==> src/rtl/huffman_pkg.sv <==
// Shared Huffman definitions: sequencer states, symbol count/width, one-hot symbol codes.
package huffman_pkg;
  localparam int NSYM  = 6;
  localparam int CNT_W = 8;

  typedef enum logic [2:0] {
    S_IDLE, S_COUNT, S_REPORT, S_LAUNCH, S_WAIT, S_DONE, S_ERR
  } state_t;

  localparam logic [NSYM-1:0] SYM1 = 6'b000001;
  localparam logic [NSYM-1:0] SYM2 = 6'b000010;
  localparam logic [NSYM-1:0] SYM3 = 6'b000100;
  localparam logic [NSYM-1:0] SYM4 = 6'b001000;
  localparam logic [NSYM-1:0] SYM5 = 6'b010000;
  localparam logic [NSYM-1:0] SYM6 = 6'b100000;

  // Gray value -> one-hot symbol; out-of-alphabet values select nothing.
  function automatic logic [NSYM-1:0] sym_sel(input logic [7:0] d);
    case (d)
      8'd1:    sym_sel = SYM1;
      8'd2:    sym_sel = SYM2;
      8'd3:    sym_sel = SYM3;
      8'd4:    sym_sel = SYM4;
      8'd5:    sym_sel = SYM5;
      8'd6:    sym_sel = SYM6;
      default: sym_sel = '0;
    endcase
  endfunction
endpackage

==> src/rtl/huffman_seq_if.sv <==
// Sample stream, histogram publish and tree-engine handshake of the Huffman sequencer.
interface huffman_seq_if #(parameter int CNT_W = 8);
  logic             gray_valid;
  logic [7:0]       gray_data;
  logic             CNT_valid;
  logic [CNT_W-1:0] CNT1, CNT2, CNT3, CNT4, CNT5, CNT6;
  logic             eng_start;
  logic             eng_done;
  logic             code_valid;
  logic             busy;
  logic             err;

  modport master (
    input  gray_valid, gray_data, eng_done,
    output CNT_valid, CNT1, CNT2, CNT3, CNT4, CNT5, CNT6,
           eng_start, code_valid, busy, err
  );
  modport slave (
    output gray_valid, gray_data, eng_done,
    input  CNT_valid, CNT1, CNT2, CNT3, CNT4, CNT5, CNT6,
           eng_start, code_valid, busy, err
  );
endinterface

==> src/rtl/huffman_hist.sv <==
// Six saturating symbol counters; clr restarts the histogram and may count on the same edge.
module huffman_hist #(
  parameter int CNT_W = 8
) (
  input  logic                                         clk,
  input  logic                                         reset,
  input  logic                                         clr,
  input  logic                                         en,
  input  logic [huffman_pkg::NSYM-1:0]                 sel,
  output logic [huffman_pkg::NSYM-1:0][CNT_W-1:0]      cnt
);
  import huffman_pkg::*;

  always_ff @(posedge clk or posedge reset) begin
    if (reset) begin
      cnt <= '0;
    end else begin
      for (int k = 0; k < NSYM; k++) begin
        if (clr)
          cnt[k] <= (en && sel[k]) ? CNT_W'(1) : '0;
        else if (en && sel[k] && cnt[k] != '1)
          cnt[k] <= cnt[k] + 1'b1;
      end
    end
  end
endmodule

==> src/rtl/huffman_seq.sv <==
// Frame sequencer: histogram a gray frame, publish counts, run the tree engine.
// Optional HUFF_TIMEOUT_EN bounds the engine wait and raises a sticky err.
module huffman_seq #(
  parameter int CNT_W   = 8,
  parameter int TIMEOUT = 255
) (
  input  logic           clk,
  input  logic           reset,
  huffman_seq_if.master  bus
);
  import huffman_pkg::*;

  state_t                       state;
  logic                         cnt_valid_q, eng_start_q, code_valid_q, busy_q;
  logic [NSYM-1:0][CNT_W-1:0]   cnt;
  logic                         frame_start, hist_en;

  assign frame_start = (state == S_IDLE) && bus.gray_valid;
  assign hist_en     = bus.gray_valid && (state == S_IDLE || state == S_COUNT);

  huffman_hist #(.CNT_W(CNT_W)) u_hist (
    .clk   (clk),
    .reset (reset),
    .clr   (frame_start),
    .en    (hist_en),
    .sel   (sym_sel(bus.gray_data)),
    .cnt   (cnt)
  );

`ifdef HUFF_TIMEOUT_EN
  localparam int TW = $clog2(TIMEOUT + 1);
  logic [TW-1:0] wait_cnt;
  logic          err_q;
  assign bus.err = err_q;
`else
  logic [31:0] unused_timeout;
  assign unused_timeout = TIMEOUT;
  assign bus.err = 1'b0;
`endif

  always_ff @(posedge clk or posedge reset) begin
    if (reset) begin
      state        <= S_IDLE;
      cnt_valid_q  <= 1'b0;
      eng_start_q  <= 1'b0;
      code_valid_q <= 1'b0;
      busy_q       <= 1'b0;
`ifdef HUFF_TIMEOUT_EN
      wait_cnt     <= '0;
      err_q        <= 1'b0;
`endif
    end else begin
      cnt_valid_q  <= 1'b0;
      eng_start_q  <= 1'b0;
      code_valid_q <= 1'b0;
      case (state)
        S_IDLE: if (bus.gray_valid) begin
          state  <= S_COUNT;
          busy_q <= 1'b1;
`ifdef HUFF_TIMEOUT_EN
          err_q  <= 1'b0;
`endif
        end
        S_COUNT: if (!bus.gray_valid) begin
          state       <= S_REPORT;
          cnt_valid_q <= 1'b1;
        end
        S_REPORT: begin
          state       <= S_LAUNCH;
          eng_start_q <= 1'b1;
        end
        S_LAUNCH: begin
          state <= S_WAIT;
`ifdef HUFF_TIMEOUT_EN
          wait_cnt <= '0;
`endif
        end
        // eng_done has priority over a timeout landing on the same edge
        S_WAIT: if (bus.eng_done) begin
          state        <= S_DONE;
          code_valid_q <= 1'b1;
        end
`ifdef HUFF_TIMEOUT_EN
        else if (wait_cnt == TW'(TIMEOUT - 1)) begin
          state <= S_ERR;
          err_q <= 1'b1;
        end else begin
          wait_cnt <= wait_cnt + 1'b1;
        end
`endif
        S_DONE: begin
          state  <= S_IDLE;
          busy_q <= 1'b0;
        end
        S_ERR: begin
          state  <= S_IDLE;
          busy_q <= 1'b0;
        end
        default: begin
          state  <= S_IDLE;
          busy_q <= 1'b0;
        end
      endcase
    end
  end

  assign bus.CNT_valid  = cnt_valid_q;
  assign bus.eng_start  = eng_start_q;
  assign bus.code_valid = code_valid_q;
  assign bus.busy       = busy_q;
  assign bus.CNT1 = cnt[0];
  assign bus.CNT2 = cnt[1];
  assign bus.CNT3 = cnt[2];
  assign bus.CNT4 = cnt[3];
  assign bus.CNT5 = cnt[4];
  assign bus.CNT6 = cnt[5];
endmodule
==> src/flat_wrapper.sv <==
// flat-port wrapper written by rule: the top's interface ports become plain ports
module huffman_seq_flat import huffman_pkg::*;
#(
  parameter int CNT_W   = 8,
  parameter int TIMEOUT = 255
)
  (clk, reset, bus_gray_valid, bus_gray_data, bus_eng_done, bus_CNT_valid, bus_CNT1, bus_CNT2, bus_CNT3, bus_CNT4, bus_CNT5, bus_CNT6, bus_eng_start, bus_code_valid, bus_busy, bus_err);
  huffman_seq_if #(.CNT_W(CNT_W)) bus_i ();
  input  logic clk;
  input  logic reset;
  input wire logic [$bits(bus_i.gray_valid)-1:0] bus_gray_valid;
  input wire logic [$bits(bus_i.gray_data)-1:0] bus_gray_data;
  input wire logic [$bits(bus_i.eng_done)-1:0] bus_eng_done;
  output wire logic [$bits(bus_i.CNT_valid)-1:0] bus_CNT_valid;
  output wire logic [$bits(bus_i.CNT1)-1:0] bus_CNT1;
  output wire logic [$bits(bus_i.CNT2)-1:0] bus_CNT2;
  output wire logic [$bits(bus_i.CNT3)-1:0] bus_CNT3;
  output wire logic [$bits(bus_i.CNT4)-1:0] bus_CNT4;
  output wire logic [$bits(bus_i.CNT5)-1:0] bus_CNT5;
  output wire logic [$bits(bus_i.CNT6)-1:0] bus_CNT6;
  output wire logic [$bits(bus_i.eng_start)-1:0] bus_eng_start;
  output wire logic [$bits(bus_i.code_valid)-1:0] bus_code_valid;
  output wire logic [$bits(bus_i.busy)-1:0] bus_busy;
  output wire logic [$bits(bus_i.err)-1:0] bus_err;
  assign bus_i.gray_valid = bus_gray_valid;
  assign bus_i.gray_data = bus_gray_data;
  assign bus_i.eng_done = bus_eng_done;
  assign bus_CNT_valid = bus_i.CNT_valid;
  assign bus_CNT1 = bus_i.CNT1;
  assign bus_CNT2 = bus_i.CNT2;
  assign bus_CNT3 = bus_i.CNT3;
  assign bus_CNT4 = bus_i.CNT4;
  assign bus_CNT5 = bus_i.CNT5;
  assign bus_CNT6 = bus_i.CNT6;
  assign bus_eng_start = bus_i.eng_start;
  assign bus_code_valid = bus_i.code_valid;
  assign bus_busy = bus_i.busy;
  assign bus_err = bus_i.err;
  huffman_seq #(.CNT_W(CNT_W), .TIMEOUT(TIMEOUT)) u_core (.clk(clk), .reset(reset), .bus(bus_i));
endmodule
==> config.mk <==
export PLATFORM = sky130hd
export DESIGN_NAME = huffman_seq_flat
export DESIGN_NICKNAME = d
export VERILOG_FILES = /design/src/rtl/huffman_pkg.sv /design/src/rtl/huffman_seq_if.sv /design/src/rtl/huffman_hist.sv /design/src/rtl/huffman_seq.sv /design/src/flat_wrapper.sv
export SDC_FILE = /design/constraint.sdc
export NUM_CORES = 1
export LEC_CHECK = 0
export BUFFER_PORTS_ARGS = -buffer_cell sky130_fd_sc_hd__buf_2
export CORE_ASPECT_RATIO = 1.25
export CORE_MARGIN = 3
export CORE_UTILIZATION = 45
export DETAILED_ROUTE_END_ITERATION = 16
export PLACE_DENSITY = 0.71
export SYNTH_ARGS = -nofsm -noshare
export SYNTH_HDL_FRONTEND = slang
export SYNTH_SLANG_ARGS = --single-unit
==> constraint.sdc <==
create_clock -name clk -period 2.42 [get_ports clk]
set_clock_uncertainty 0.2 [all_clocks]
set_input_delay 0.242 -clock clk [delete_from_list [all_inputs] [get_ports clk]]
set_output_delay 0.242 -clock clk [all_outputs]
set_load 0.005 [all_outputs]
==> flow_summary.ini <==
[grt]
globalRoute.busiestLayer = met2
grt_pass1_vias = 2720
grt_use_met2_pct = 30.7
use_met3_pct = 3.04
grt_max_degree = 33
grt.total_usage_pct = 19.5
antenna_found_initial = 0
overflow = 0
grt_use_met1_pct = 27.4
grt_pass1_wl_um = 12600

[detailed_routing]
drt-wirelength-per-cell_um = 15.1
avgViaCountPerCell = 5.95
drt_pass1_iterations = 4
num_vias = 2882
wirelength_um = 7310
drc = 0
antenna_left = 0
dr.first_iter.drc_count = 78

[cells_and_area]
area_delta_synth_final_pct = 23.3
nets = 416
fillers = 564
layout-drive-gt1-share_pct = 27.6
multi_input_area_um2 = 1600
seq_area_um2 = 1380
final_cells = 484
antennaDiodeCount = 0

[sta]
finalMaxSlewViolations = 0
worst_slew_pin_slew_ps = 831
fin_ws_ps = -7.22
relSlewSlack_pct = 44.4
setup_viol = 2
hold_viol_final = 0
timing.final.crit_period_ps = 2430
fmax_mhz = 412
period_share_pct = 100
rsz0062_at_grt = yes

[power]
intPower_w = 0.00130
seqPwrFrac_pct = 51.8
comb_power_share_pct = 21.9
power.density_nw_per_um2 = 509
p_sw_w = 0.000611
ir_drop_mv = 0.318
leakage_nw = 1.66
clkPwrFrac_pct = 26.2
switching_share_pct = 32.0

[place]
detailed_place_hpwl_um = 5090
port_buffers = 63
dp_cells = 470
place_congestion = 0.788
dp_slack_ps = -125

[die]
num_rows = 32
die_w_um = 79.5
io_pins = 65
start_util_pct = 47.8
core_area_um2 = 6370
dieHeight_um = 97.9
dieArea_um2 = 7790

[setup_path]
setup.worst_path.class = reg -> reg
path_max_fanout = 5
critPathSlowestCell = or4b_4
startpoint_type = flop
worstPathRequired_ps = 2410
critPathMaxStageDelay_ps = 530
crit_path_end_kind = flop
path_delay_family = simple AND/OR/NAND/NOR gates
path_buf_inv = 2
crit_chain = or4b_4 -> or4_4 -> buf_4 -> buf_2 -> o41ai_2 -> a21oi_2
cp_data_arrival_time_ps = 2420

[clock_network]
clock_path_buffers = 2
cts.clk_slew.worst_paths_ps = 90
htreeDepth = 2
numCtsBuffers = 5
numClockSinks = 55
cts_tree = built
root_buffer = clkbuf_8
clkLatencyLatePin_ps = 300

[synthesis]
syn-cell-area_um2 = 3040
synth_ff_type = dfrtp_1
syn_area_per_cell_um2 = 9.30
synth_cell_type_count = 43
yosysTopAreaCell = dfrtp_1
syn-instance-count = 327
yosys_register_bits = 55
yosysWarnings = 0
syn_nets = 345
synthTopCellsByArea = dfrtp_1, or4_1, o31ai_1
synthDominantCellAreaShare_pct = 45.3
async_reset_ff_share_pct = 100
yosysSeqAreaShare_pct = 45.3
synth-edff-count = 0

[job]
cap_violations = 0

[status]
status = complete, but fails checks
violations = setup timing

[worst_hold_path]
min_path_type = in -> reg
[registers in the layout, indices dropped and copies added (netlist names)]
register               cells
u_core.state               3
u_core.bus.code_valid      1
u_core.bus.eng_start       1
u_core.bus.busy            1
u_core.bus.CNT_valid       1
u_core.u_hist.cnt         48
[per-stage QoR]
| step | hold slack (ps) | TNS (ps) | instance area, um^2 | utilization (%) | power [W] |
|---|---|---|---|---|---|
| floorplan | 187 | -441 | 3080 | - | 0.00126 |
| global placement | 123 | -412 | 3550 | 55.7 | 0.00141 |
| detailed placement | 132 | -792 | 3550 | 55.7 | 0.00142 |
| CTS | 103 | 0 | 3690 | 57.9 | 0.00193 |
| global route | 138 | -317 | 3750 | 58.9 | 0.00201 |
| finish | 120 | -9.23 | 3750 | 58.9 | 0.00191 |
[layout by cell type (no fill, tap or decap), types with 5 or more instances in the layout]
cell type,netlist,routed
nor2_1,12,12
dfrtp_1,55,55
o31ai_1,19,19
a21oi_1,27,25
inv_1,11,10
nand3_1,19,19
nand4_1,11,11
buf_2,3,64
ha_1,6,6
nand2_1,23,23
clkbuf_8,0,5
and2_1,6,6
and3_1,8,8
buf_4,1,15
nor3_1,5,5
o211ai_1,15,15
o21ai_0,8,8
or4_1,21,19
or3_1,11,10
[cells by family after synthesis]
group	share of synthesized area, %
compound gates	21.4
flops	45.3
mux	0.329
other cells	0.123
fa+ha+maj	2.47
buf+inv	4.69
simple gates	25.7
[final timing paths]
check	startpoint	to	slack [ps]	depth (start not counted)
setup / recovery	u_core.state[2]	u_core.u_hist.cnt[15]	-7	6
setup reg to reg	u_core.state[2]	u_core.u_hist.cnt[15]	-7	6
hold / removal	bus_gray_valid	u_core.bus.CNT_valid	120	5
hold reg to reg	u_core.u_hist.cnt[30]	u_core.u_hist.cnt[30]	290	1
min in group asynchronous	reset	u_core.u_hist.cnt[27]	320	3
max in group asynchronous	reset	u_core.u_hist.cnt[23]	1140	4
[power by group through the flow]
stage / Combinational (W) / Sequential (W) / Clock, W
2_1_floorplan: 0.000256 / 0.00101 / 0
5_1_grt: 0.000462 / 0.000997 / 0.000549
6_report: 0.000419 / 0.000989 / 0.000501
3_3_place_gp: 0.000405 / 0.00101 / 0
3_5_place_dp: 0.000412 / 0.00101 / 0
4_1_cts: 0.000416 / 0.000990 / 0.000521
[what timing repair did]
action,in CTS,in global routing
buffers inserted,3,0
hold buffers,2,0
endpoints found under the hold margin,24,0
pin swaps,4,0
setup endpoints to repair,11,16
resized for setup,2,11
cloned,1,0
[worst reg2reg max path, stage by stage (launching register included)]
cell,delay [ps]
dfrtp_1,400
or4b_4,530
or4_4,440
buf_4,150
buf_2,140
o41ai_2,370
a21oi_2,90
[cells in the mapped netlist, types with 8 or more instances]
cell type and instances:
o211ai_1 15, a21oi_1 27, dfrtp_1 55, o31ai_1 19
nand4_1 11, o21ai_0 8, nand2_1 23, and3_1 8
nand3_1 19, or3_1 11, clkbuf_1 18, or4_1 21
nor2_1 12, inv_1 11
[metal layers]
layer / vias up / wire length, um / part of all wire (%)
met4: 0 / 110 / 1.5
met2: 82 / 3490 / 48
met5: - / 0 / 0
li1: 1421 / - / -
met1: 1369 / 3360 / 46
met3: 10 / 352 / 4.8
[area by class of cell]
class                   instances  area share (%)
multi-input cells             238            42.7
clock inverters                 2           0.334
repair buffers                 87            14.3
flip-flops and latches         55            36.7
well taps                      85            2.84
clock buffers                   6            1.94
inverters                      11            1.10
No activity file was read; power rests on OpenSTA's default activity.
